**src/rtl/serial_adder.sv**
```systemverilog
`default_nettype none
// ============================================================================
// Module   : serial_adder
// Brief    : Bit-serial WIDTH-bit adder; one full-adder slice, LSB first,
//            registered carry, parallel registered result with done pulse.
// Revision : 1.0
// ============================================================================
module serial_adder #(
    parameter int WIDTH = 8
) (
    input  logic             clk,
    input  logic             reset,
    input  logic             start,
    input  logic [WIDTH-1:0] a,
    input  logic [WIDTH-1:0] b,
    input  logic             cin,
    output logic [WIDTH-1:0] sum,
    output logic             cout,
    output logic             busy,
    output logic             done
);

    localparam int            CW     = $clog2(WIDTH) + 1;
    localparam logic [CW-1:0] C_LAST = CW'(WIDTH - 1);

    localparam logic [1:0] C_IDLE = 2'd0;
    localparam logic [1:0] C_RUN  = 2'd1;
    localparam logic [1:0] C_DONE = 2'd2;

    logic [1:0]       r_state, w_state_nxt;
    logic [WIDTH-1:0] r_sa, w_sa_nxt;
    logic [WIDTH-1:0] r_sb, w_sb_nxt;
    logic [WIDTH-1:0] r_sr, w_sr_nxt;
    logic             r_c, w_c_nxt;
    logic [CW-1:0]    r_cnt, w_cnt_nxt;
    logic [WIDTH-1:0] w_sum_nxt;
    logic             w_cout_nxt, w_busy_nxt, w_done_nxt;

    // Full-adder slice on the current LSB pair and the registered carry
    logic             w_s, w_co;
    logic [WIDTH-1:0] w_sr_shift;

    always_comb begin
        w_s  = r_sa[0] ^ r_sb[0] ^ r_c;
        w_co = (r_sa[0] & r_sb[0]) | (r_sa[0] & r_c) | (r_sb[0] & r_c);
        // Shift-then-overwrite keeps the WIDTH=1 case free of empty slices
        w_sr_shift            = r_sr >> 1;
        w_sr_shift[WIDTH-1]   = w_s;
    end

    always_ff @(posedge clk or posedge reset) begin
        if (reset) begin
            r_state <= C_IDLE;
            r_sa    <= '0;
            r_sb    <= '0;
            r_sr    <= '0;
            r_c     <= 1'b0;
            r_cnt   <= '0;
            sum     <= '0;
            cout    <= 1'b0;
            busy    <= 1'b0;
            done    <= 1'b0;
        end else begin
            r_state <= w_state_nxt;
            r_sa    <= w_sa_nxt;
            r_sb    <= w_sb_nxt;
            r_sr    <= w_sr_nxt;
            r_c     <= w_c_nxt;
            r_cnt   <= w_cnt_nxt;
            sum     <= w_sum_nxt;
            cout    <= w_cout_nxt;
            busy    <= w_busy_nxt;
            done    <= w_done_nxt;
        end
    end

    always_comb begin
        w_state_nxt = r_state;
        w_sa_nxt    = r_sa;
        w_sb_nxt    = r_sb;
        w_sr_nxt    = r_sr;
        w_c_nxt     = r_c;
        w_cnt_nxt   = r_cnt;
        w_sum_nxt   = sum;
        w_cout_nxt  = cout;
        w_busy_nxt  = busy;
        w_done_nxt  = 1'b0;

        case (r_state)
            C_IDLE, C_DONE: begin
                // DONE accepts a start exactly like IDLE for gap-free streaming
                if (start) begin
                    w_sa_nxt    = a;
                    w_sb_nxt    = b;
                    w_c_nxt     = cin;
                    w_cnt_nxt   = '0;
                    w_sr_nxt    = '0;
                    w_busy_nxt  = 1'b1;
                    w_state_nxt = C_RUN;
                end else begin
                    w_busy_nxt  = 1'b0;
                    w_state_nxt = C_IDLE;
                end
            end
            C_RUN: begin
                w_sa_nxt  = r_sa >> 1;
                w_sb_nxt  = r_sb >> 1;
                w_sr_nxt  = w_sr_shift;
                w_c_nxt   = w_co;
                w_cnt_nxt = r_cnt + CW'(1);
                if (r_cnt == C_LAST) begin
                    w_sum_nxt   = w_sr_shift;
                    w_cout_nxt  = w_co;
                    w_done_nxt  = 1'b1;
                    w_busy_nxt  = 1'b0;
                    w_state_nxt = C_DONE;
                end
            end
            default: begin
                w_busy_nxt  = 1'b0;
                w_state_nxt = C_IDLE;
            end
        endcase
    end

endmodule
`default_nettype wire
```
**config.mk**
```make
export PLATFORM = sky130hd
export DESIGN_NAME = serial_adder
export DESIGN_NICKNAME = d
export VERILOG_FILES = /design/src/rtl/serial_adder.sv
export SDC_FILE = /design/constraint.sdc
export NUM_CORES = 1
export LEC_CHECK = 0
export ABC_AREA = 1
export ABC_CLOCK_PERIOD_IN_PS = 2400
export CELL_PAD_IN_SITES_DETAIL_PLACEMENT = 2
export CELL_PAD_IN_SITES_GLOBAL_PLACEMENT = 2
export CORE_MARGIN = 1
export CORE_UTILIZATION = 32
export DETAILED_ROUTE_END_ITERATION = 7
export PLACE_DENSITY = 0.83
export SLEW_MARGIN = 20
export SYNTH_ARGS = -nofsm -noshare
export SYNTH_HDL_FRONTEND = slang
export SYNTH_SLANG_ARGS = --single-unit
```
**constraint.sdc**
```tcl
create_clock -name clk -period 2.4 [get_ports clk]
set_input_delay 0.48 -clock clk [delete_from_list [all_inputs] [get_ports clk]]
set_output_delay 0.48 -clock clk [all_outputs]
set_load 0.02 [all_outputs]
```
# Word level (Yosys, flattened, before mapping)
# Cells that the tools add are included.
# op_classes
n_addsub	1
eq_ne	5
n_mux	18
n_bitwise	7
reduce_logical	5
# op_table
op	n
$pmux W8 S2	3
$mux W8	3
$pmux W4 S2	1
$mux W1	6
$add A4 B1 Y4 const B	1
$eq A4 B3 Y1 const B	1
$mux W4	1
$ne A2 B2 Y1 const B	2
$pmux W1 S2	2
$pmux W2 S2	1
$reduce_and A2 Y1	2
$and A1 B1 Y1	3
$eq A2 B1 Y1 const B	1
$eq A2 B2 Y1 const B	1
$logic_not A2 Y1	1
$mux W2	1
$or A1 B1 Y1	2
$reduce_bool A2 Y1	1
$reduce_or A2 Y1	1
$xor A1 B1 Y1	2
# word_totals
regBits	42
inputBits	20
output_inout_bits	11
elab_cells	46

# Longest topological paths before layout
# Gate-level depths: netlist (run 1).
# depth
depth_word	4
mapped_depth	7
ltp_nobuf	6

# Least setup slack after synthesis (run 1)
# Ideal clock, no wire load.
# synth_path
path_type	reg-to-reg
startpoint	register r_state[0]
endpoint	register r_cnt[3]
setup_time_ps	117
t_arrival_ps	1102
t_required_ps	2283
setup_slack_ps	1181
path_stages_with_launch	7
path_buffers	1
synth_period_minus_slack_ps	1219
path_cell_list	dfrtp_1 nand2_2 nand2_2 inv_2 buf_6 nand2_1 nand2_1
# synth_between
elab_chain_len	4
word_cells_on_any_way	8
classes_between	eq/ne (3); mux (1); reduce/logical (4)
# synth_lines
item	line	text
from (decl)	30	logic [1:0] r_state, w_state_nxt;
from (signal assigned)	64	r_state <= w_state_nxt;
$eq A2 B2 Y1 or $logic_not A2 Y1 (tied branches)	89	case (r_state)
$reduce_or A2 Y1	89	
$ne A2 B2 Y1 (no line) or $reduce_bool A2 Y1 (tied branches)	n/a	
$reduce_and A2 Y1 (no line)	n/a	
to (signal assigned)	69	r_cnt <= w_cnt_nxt;
to (decl)	35	logic [CW-1:0] r_cnt, w_cnt_nxt;
# Several ways; a longest one is shown, not always the timed one.
# A chain may end at the register's enable or synchronous reset.

==> results.md, run 1 <==
* Max clock buf depth at 2
* WL per Instance at 13.1 µm
* Vias in the first global route at between 1500 and 2000
* H-tree depth at 2
* Detailed Place HPWL at around 3000 µm
* Die width at approximately 76 µm
* Layout fillers at between 600 and 700
* Met2 wire length at between 2000 and 2500 µm
* Worst path required time at 1.92 ns
* Syn Nets at 240
* Crit path max-delay family: buffers and inverters
* Sequential-to-total area share from yosys stat at a little under three fifths
* Distinct cell type count after synthesis at 18
* Total grt overflow at 0
* Top cells by area, synth: dfrtp_1 (57%), nand2_1 (26%), inv_1 (5.3%)
* #FFs+latches synth at 40
* Leakage power at approximately 1.2 nW
* Global-route wire length before repair at 7780 µm
* Gr usage total at 17.2%
* Ports at 31
* Hold_sp: r_sa[7]$_DFFE_PP0P_
* Bufs and invs on worst path at 1
* Worst setup SP type: register
* Die area at 5780 µm²
* Largest net degree at the start of global routing at 41
* Routed Antenna Nets at 0
* Max Fclk at ~540 MHz
* Worst-margin pin slew at 0.591 ns
* Synth async-reset ratio at 100%
* Critical Path End Type: primary output
* Worst path slowest cell: clkdlybuf4s50_1
* Clk_lat worst skew at 0.30 ns
* Sw power at 1.17 mW
* Dpl ws at 0.660 ns
* Final hold violation count at 0
* Sw Share at about two fifths
* Cell count after synthesis at 218
* Cell count after placement at 316
* Crit-path max FO at 4
* Final worst slack at 0.553 ns
* RSZ-0062 raised after global routing: false
* Syn. warnings at 0
* Slew HR at 60.4%
* Reg area at 1000 µm²
* Layout cells sized above 1 at under 10%
* HP Class: reg -> reg
* RePlAce Congestion at 0.692
* Worst flop-to-flop path startpoint: r_state[0]$_DFFE_PP0P_
* Setup_tns at 0 ns
* First-pass iteration count of the detailed router at 4
* Initial drt markers at 64
* TritonCTS Buffers at 5
* Met3 routed WL at 134 µm
* Post-synth EDFFs at 0
* Worst hold slack at 0.478 ns
* Setup repair bufs after CTS at 0
* Diode count at 0
* Clk slew on worst S/H paths at 0.08 ns
* Routed via count at 1465
* Synth area leader: dfrtp_1
* Clock power share at 19.0%
* Metal1 wirelength at 1870 µm
* P&R area growth vs syn at 27.2%
* Seq pwr share at roughly 40%
* Max Slew Vio Count at 0
* Top-area cell type share of the netlist area at a little under three fifths
* Post-Layout Cell Count at 324
* Status: finished clean
* Syn_area_per_cell at 8.05 µm²
* Initial antenna violation count at 0
* Worst-path cell chain: clkdlybuf4s50_1
* WP data arrival at around 1.4 ns
* Worst VDD drop at roughly 0.37 mV
* Max Used Layer: met4
* Die Y at 76.0 µm
* Clock sinks at 40
* Clock Root Buffer: clkbuf_8
* DRC at 0
* Hold Buf Count CTS at 0
* TritonCTS clock tree: done
* Crit-path max cell delay at 0.63 ns
* Nets at 275
* P_int at approximately 1.8 mW
* Tcrit/Tclk final at 77.0%
* Commonest register cell after synthesis: dfrtp_1
* Count of final setup violators at 0
* Logic pwr share at 40.7%
* Crit. Startpoint: r_state[0]$_DFFE_PP0P_
* WL final at 4230 µm
* Max-cap violations at 0
* Post-Syn Area at 1750 µm²
* CTS-repair resized insts at 0
* Period minus WS final at 1.85 ns
* Port bufs at 30
* Critical path class: reg -> out
* PwrDens at 1310 nW/µm²
* Multi-input logic area at 608 µm²
* Starting Density at between 30 and 40%
* # rows at 26
* Skew final at 0.00678 ns
* Vias/cell at between 4 and 5
* Core area at between 5000 and 6000 µm²
-- power by group through the flow --
stage	combinational, mW	clock [mW]	sequential [mW]
floorplan	0.736	0	1.24
global placement	1.15	0	1.17
detailed placement	1.22	0	1.19
CTS	1.23	0.576	1.18
global route	1.38	0.614	1.21
finish	1.19	0.555	1.18
-- path summary, 6_finish.rpt --
check / end / slack, ns / cells past startpoint
max: busy / 0.55 / 1
min: r_sa[7]$_DFFE_PP0P_ / 0.48 / 2
max reg2reg: sum[7]$_DFFE_PP0P_ / 0.78 / 5
min reg2reg: r_sa[7]$_DFFE_PP0P_ / 0.48 / 2
max in group asynchronous: r_cnt[1]$_DFFE_PP0P_ / 1.42 / 3
min in group asynchronous: sum[5]$_DFFE_PP0P_ / 0.62 / 3
-- cell families (layout without fill, tap and decap cells) --
kind of cell               after synthesis  after routing  share of synthesized area (%)
and+or+nand+nor                        134            134                           29.8
buffers and inverters                   33             69                           8.27
AOI/OAI and AO/OA                        9              9                           3.00
adders and majority gates                2              2                           1.85
DFF                                     40             40                           57.1
-- per-layer routing --
layer | vias to the layer above | GRT usage (%)
li1 | 715 | -
met1 | 713 | 20.5
met2 | 31 | 29.6
met3 | 6 | 5.27
met4 | 0 | 5.19
met5 | - | 0
-- synth_stat cells, types with 2 or more instances --
cell     count
inv_1       25
inv_2        3
nand2_2      2
nor2_1       4
buf_2        2
buf_6        2
nand3_1      4
o21ai_0      2
dfrtp_1     40
nand2_1    120
nor2_2       2
o22ai_1      6
-- registers in the layout, summed over array words and instances (netlist names) --
| signal | count |
|---|---|
| r_cnt | 4 |
| r_sr | 7 |
| r_sa | 8 |
| cout | 1 |
| r_sb | 8 |
| r_state | 2 |
| r_c | 1 |
| sum | 8 |
| done | 1 |
-- layout by cell type, fill, tap and decap left out, drive strengths merged --
cell,count
nor2,6
clkdlybuf4s50,30
buf,3
nand4,1
bufinv,1
o22ai,6
or2,1
fa,1
nand2,122
clkinv,1
clkbuf,6
dfrtp,40
a21oi,1
nand3,4
ha,1
o21ai,2
inv,28
-- metrics by stage --
step	util, %	total power, mW	area (µm²)
final	42.9	2.92	2230
after global routing	42.9	3.21	2230
after CTS	42.9	2.99	2230
after global placement	40.8	2.32	2120
after detailed placement	40.8	2.41	2120
after floorplan	-	1.97	1750
-- area by class of cell --
class                           count  share of cell area [%]
Clock buffer                        6                    3.25
Timing Repair Buffer               33                    14.5
Inverter                           28                    4.71
Tap cell                           70                    3.92
Multi-Input combinational cell    145                    27.2
Sequential cell                    40                    44.8
Clock inverter                      2                    1.57
(Power assumes the default switching activity.)
==> inputs of run 2 (changes only) <==
Settings changed: ABC_CLOCK_PERIOD_IN_PS 2400 to 1900, CORE_UTILIZATION 32 to 30, PLACE_DENSITY 0.83 to 0.79.
Clock period 2.4 ns to 1.9 ns, I/O delays scaled along.
==> run 2 against run 1 <==
Critical path depth stayed put. Worst hold slack worse by 0.036 ns. Non-clock buffer count stayed put. Total power is 21% higher. Global-route usage is 2.0 points lower. Sequential power is 25% higher. Critical path type unchanged. Highest routed layer unchanged.
==> results.md, run 2 (synthesis results as in run 1) <==
* P_int at 2.12 mW (+21%)
* Tcrit/Tclk final at 91.7%
* Clock Root Buffer: clkbuf_8
* Critical Path End Type: primary output
* Slew HR at 74.6% (+14 points)
* Crit path max-delay family: buffers and inverters
* Detailed Place HPWL at 2820 µm (-6.2%)
* Core area at 5570 µm² (+7.1%)
* Crit-path max FO at 4 (unchanged)
* TritonCTS Buffers at 5 (unchanged)
* Sw power at 1.42 mW (+22%)
* Met2 usage in global routing at 27.7% (-1.9 points)
* GR Util met1 at 17.5% (-2.9 points)
* Gr usage total at 15.2% (-2.0 points)
* Commonest non-fill, non-tap cells in the layout: nand2_1 (120), dfrtp_1 (40), clkdlybuf4s50_1 (30)
* Port bufs at 30 (unchanged)
* Status: finished clean
* Critical path class: reg -> out
* Setup_tns at 0 ns (unchanged)
* TritonCTS clock tree: done
* # rows at 27 (+3.8%)
* Post-Layout Cell Count at 326 (+0.62%)
* Setup repair bufs after CTS at 0 (unchanged)
* RSZ-0062 raised after global routing: false
* Met3 Use GR at 3.14% (-2.1 points)
* Clk_lat worst skew at 0.29 ns (about the same)
* Worst flop-to-flop path startpoint: r_cnt[0]$_DFFE_PP0P_
* Ports at 31 (unchanged)
* Overall Power at 3.54 mW (+21%)
* Count of final setup violators at 0 (unchanged)
* Clk slew on worst S/H paths at 0.08 ns (about the same)
* P&R area growth vs syn at 27.1%
* Hold Buf Count CTS at 0 (unchanged)
* Die area at 6160 µm² (+6.5%)
* Layout fillers at 654 (+5.7%)
* Vias in the first global route at 1601 (-4.0%)
* Initial antenna violation count at 0 (unchanged)
* CTS-repair resized insts at 0 (unchanged)
* Vias/cell at 4.53 (+0.13%)
* Final core occ at 40.0% (-2.9 points)
* Die Y at 78.5 µm (+3.2%)
* Registers with the most flip-flops: r_sa: 8 flops, r_sb: 8 flops, sum: 8 flops
* GRT busiest layer: met2
* Diode count at 0 (unchanged)
* Total grt overflow at 0 (unchanged)
* Reg2reg path depth at 6 (+1)
* Bufs and invs on worst path at 1 (unchanged)
* PwrDens at 1590 nW/µm² (+21%)
* RePlAce Congestion at 0.700 (+1.1%)
* WL per Instance at 12.2 µm (-6.8%)
* Initial drt markers at 46 (-28%)
* Logic pwr share at 41.7% (+1.0 points)
* Routed via count at 1476 (+0.75%)
* Crit-path max cell delay at 0.64 ns (about the same)
* Starting Density at 31.5% (-2.2 points)
* WP data arrival at 1.36 ns (about the same)
* WL final at 3970 µm (-6.2%)
* Cell count after placement at 318 (+0.63%)
* Period minus WS final at around 1.7 ns
* H-tree depth at 2 (unchanged)
* Max Slew Vio Count at 0 (unchanged)
* Nets at 275 (unchanged)
* Worst-path cell chain: clkdlybuf4s50_1
* Global-route wire length before repair at 7290 µm (-6.2%)
* Worst setup SP type: register
* Routed Antenna Nets at 0 (unchanged)
* R2R Setup Slk at 0.46 ns (-0.32 ns)
* Clock sinks at 40 (unchanged)
* Sw Share at 40.1% (+0.14 points)
* Die width at 78.5 µm (+3.2%)
* Max Fclk at 574 MHz
* Clock power share at 16.4% (-2.6 points)
* Final hold violation count at 0 (unchanged)
* Largest net degree at the start of global routing at 41 (unchanged)
* Leakage power at 1.18 nW (-0.43%)
* DRC at 0 (unchanged)
* Skew final at 0.00625 ns (-0.000523 ns)
* Reg2reg end: sum[2]$_DFFE_PP0P_
* Seq pwr share at 41.9% (+1.6 points)
* Layout cells sized above 1 at 6.69% (-0.39 points)
* Worst path required time at 1.52 ns (-0.40 ns)
* Multi-input logic area at 608 µm² (unchanged)
* Worst path slowest cell: clkdlybuf4s50_1
* Most common cell after layout, fill and taps aside: nand2_1
* Max clock buf depth at 2 (unchanged)
* Reg area at 1000 µm² (unchanged)
* First-pass iteration count of the detailed router at 2 (-2)
* Worst-margin pin slew at 0.381 ns (-0.210 ns)
* HP Class: in -> async
* Worst VDD drop at 0.513 mV (+39%)
* Max-cap violations at 0 (unchanged)
run 2: power groups by stage:
stage	Combinational [mW]	Sequential, mW	Clock (mW)
final	1.48	1.48	0.580
after global routing	1.73	1.54	0.633
after CTS	1.53	1.49	0.609
after detailed placement	1.52	1.50	0
after global placement	1.46	1.48	0
after floorplan	0.930	1.56	0
run 2: worst max path at each step:
stage	startpoint	endpoint	slack, ns	cells past startpoint
after floorplan	reset	cout$_DFFE_PP0P_	0.60	1
after global placement	start	r_sa[3]$_DFFE_PP0P_	0.29	6
after detailed placement	start	r_sa[0]$_DFFE_PP0P_	0.27	6
after CTS	r_state[0]$_DFFE_PP0P_	busy	0.14	1
after global routing	r_state[0]$_DFFE_PP0P_	busy	0.11	1
final	r_state[0]$_DFFE_PP0P_	busy	0.16	1
run 2: metal layers:
metal	wire length, µm	up-vias	part of all wire, %
li1	-	719	-
met1	1820	721	46
met2	1970	30	50
met3	119	6	3.0
met4	57	0	1.4
met5	0	-	0
run 2: cell type report:
type                       count  share of cell area, %
sequential                    40                   44.9
clock buffer                   8                   4.04
multi-input combinational    145                   27.3
timing repair buffer          33                   15.0
inverter                      28                   4.71
tap                           72                   4.04
run 2: per-stage QoR:
| stage | setup slack [ns] | hold WS, ns | instance area (µm²) |
|---|---|---|---|
| 2_1_floorplan | 0.602 | 0.442 | 1750 |
| 3_3_place_gp | 0.294 | 0.452 | 2140 |
| 3_5_place_dp | 0.271 | 0.465 | 2140 |
| 4_1_cts | 0.145 | 0.464 | 2230 |
| 5_1_grt | 0.113 | 0.474 | 2230 |
| 6_report | 0.157 | 0.443 | 2230 |
==> inputs of run 3 (changes only) <==
Settings changed: CAP_MARGIN from default to 10.
==> results of run 3 <==
Same layout as run 2: the final DEF is identical, and so are final timing and power.
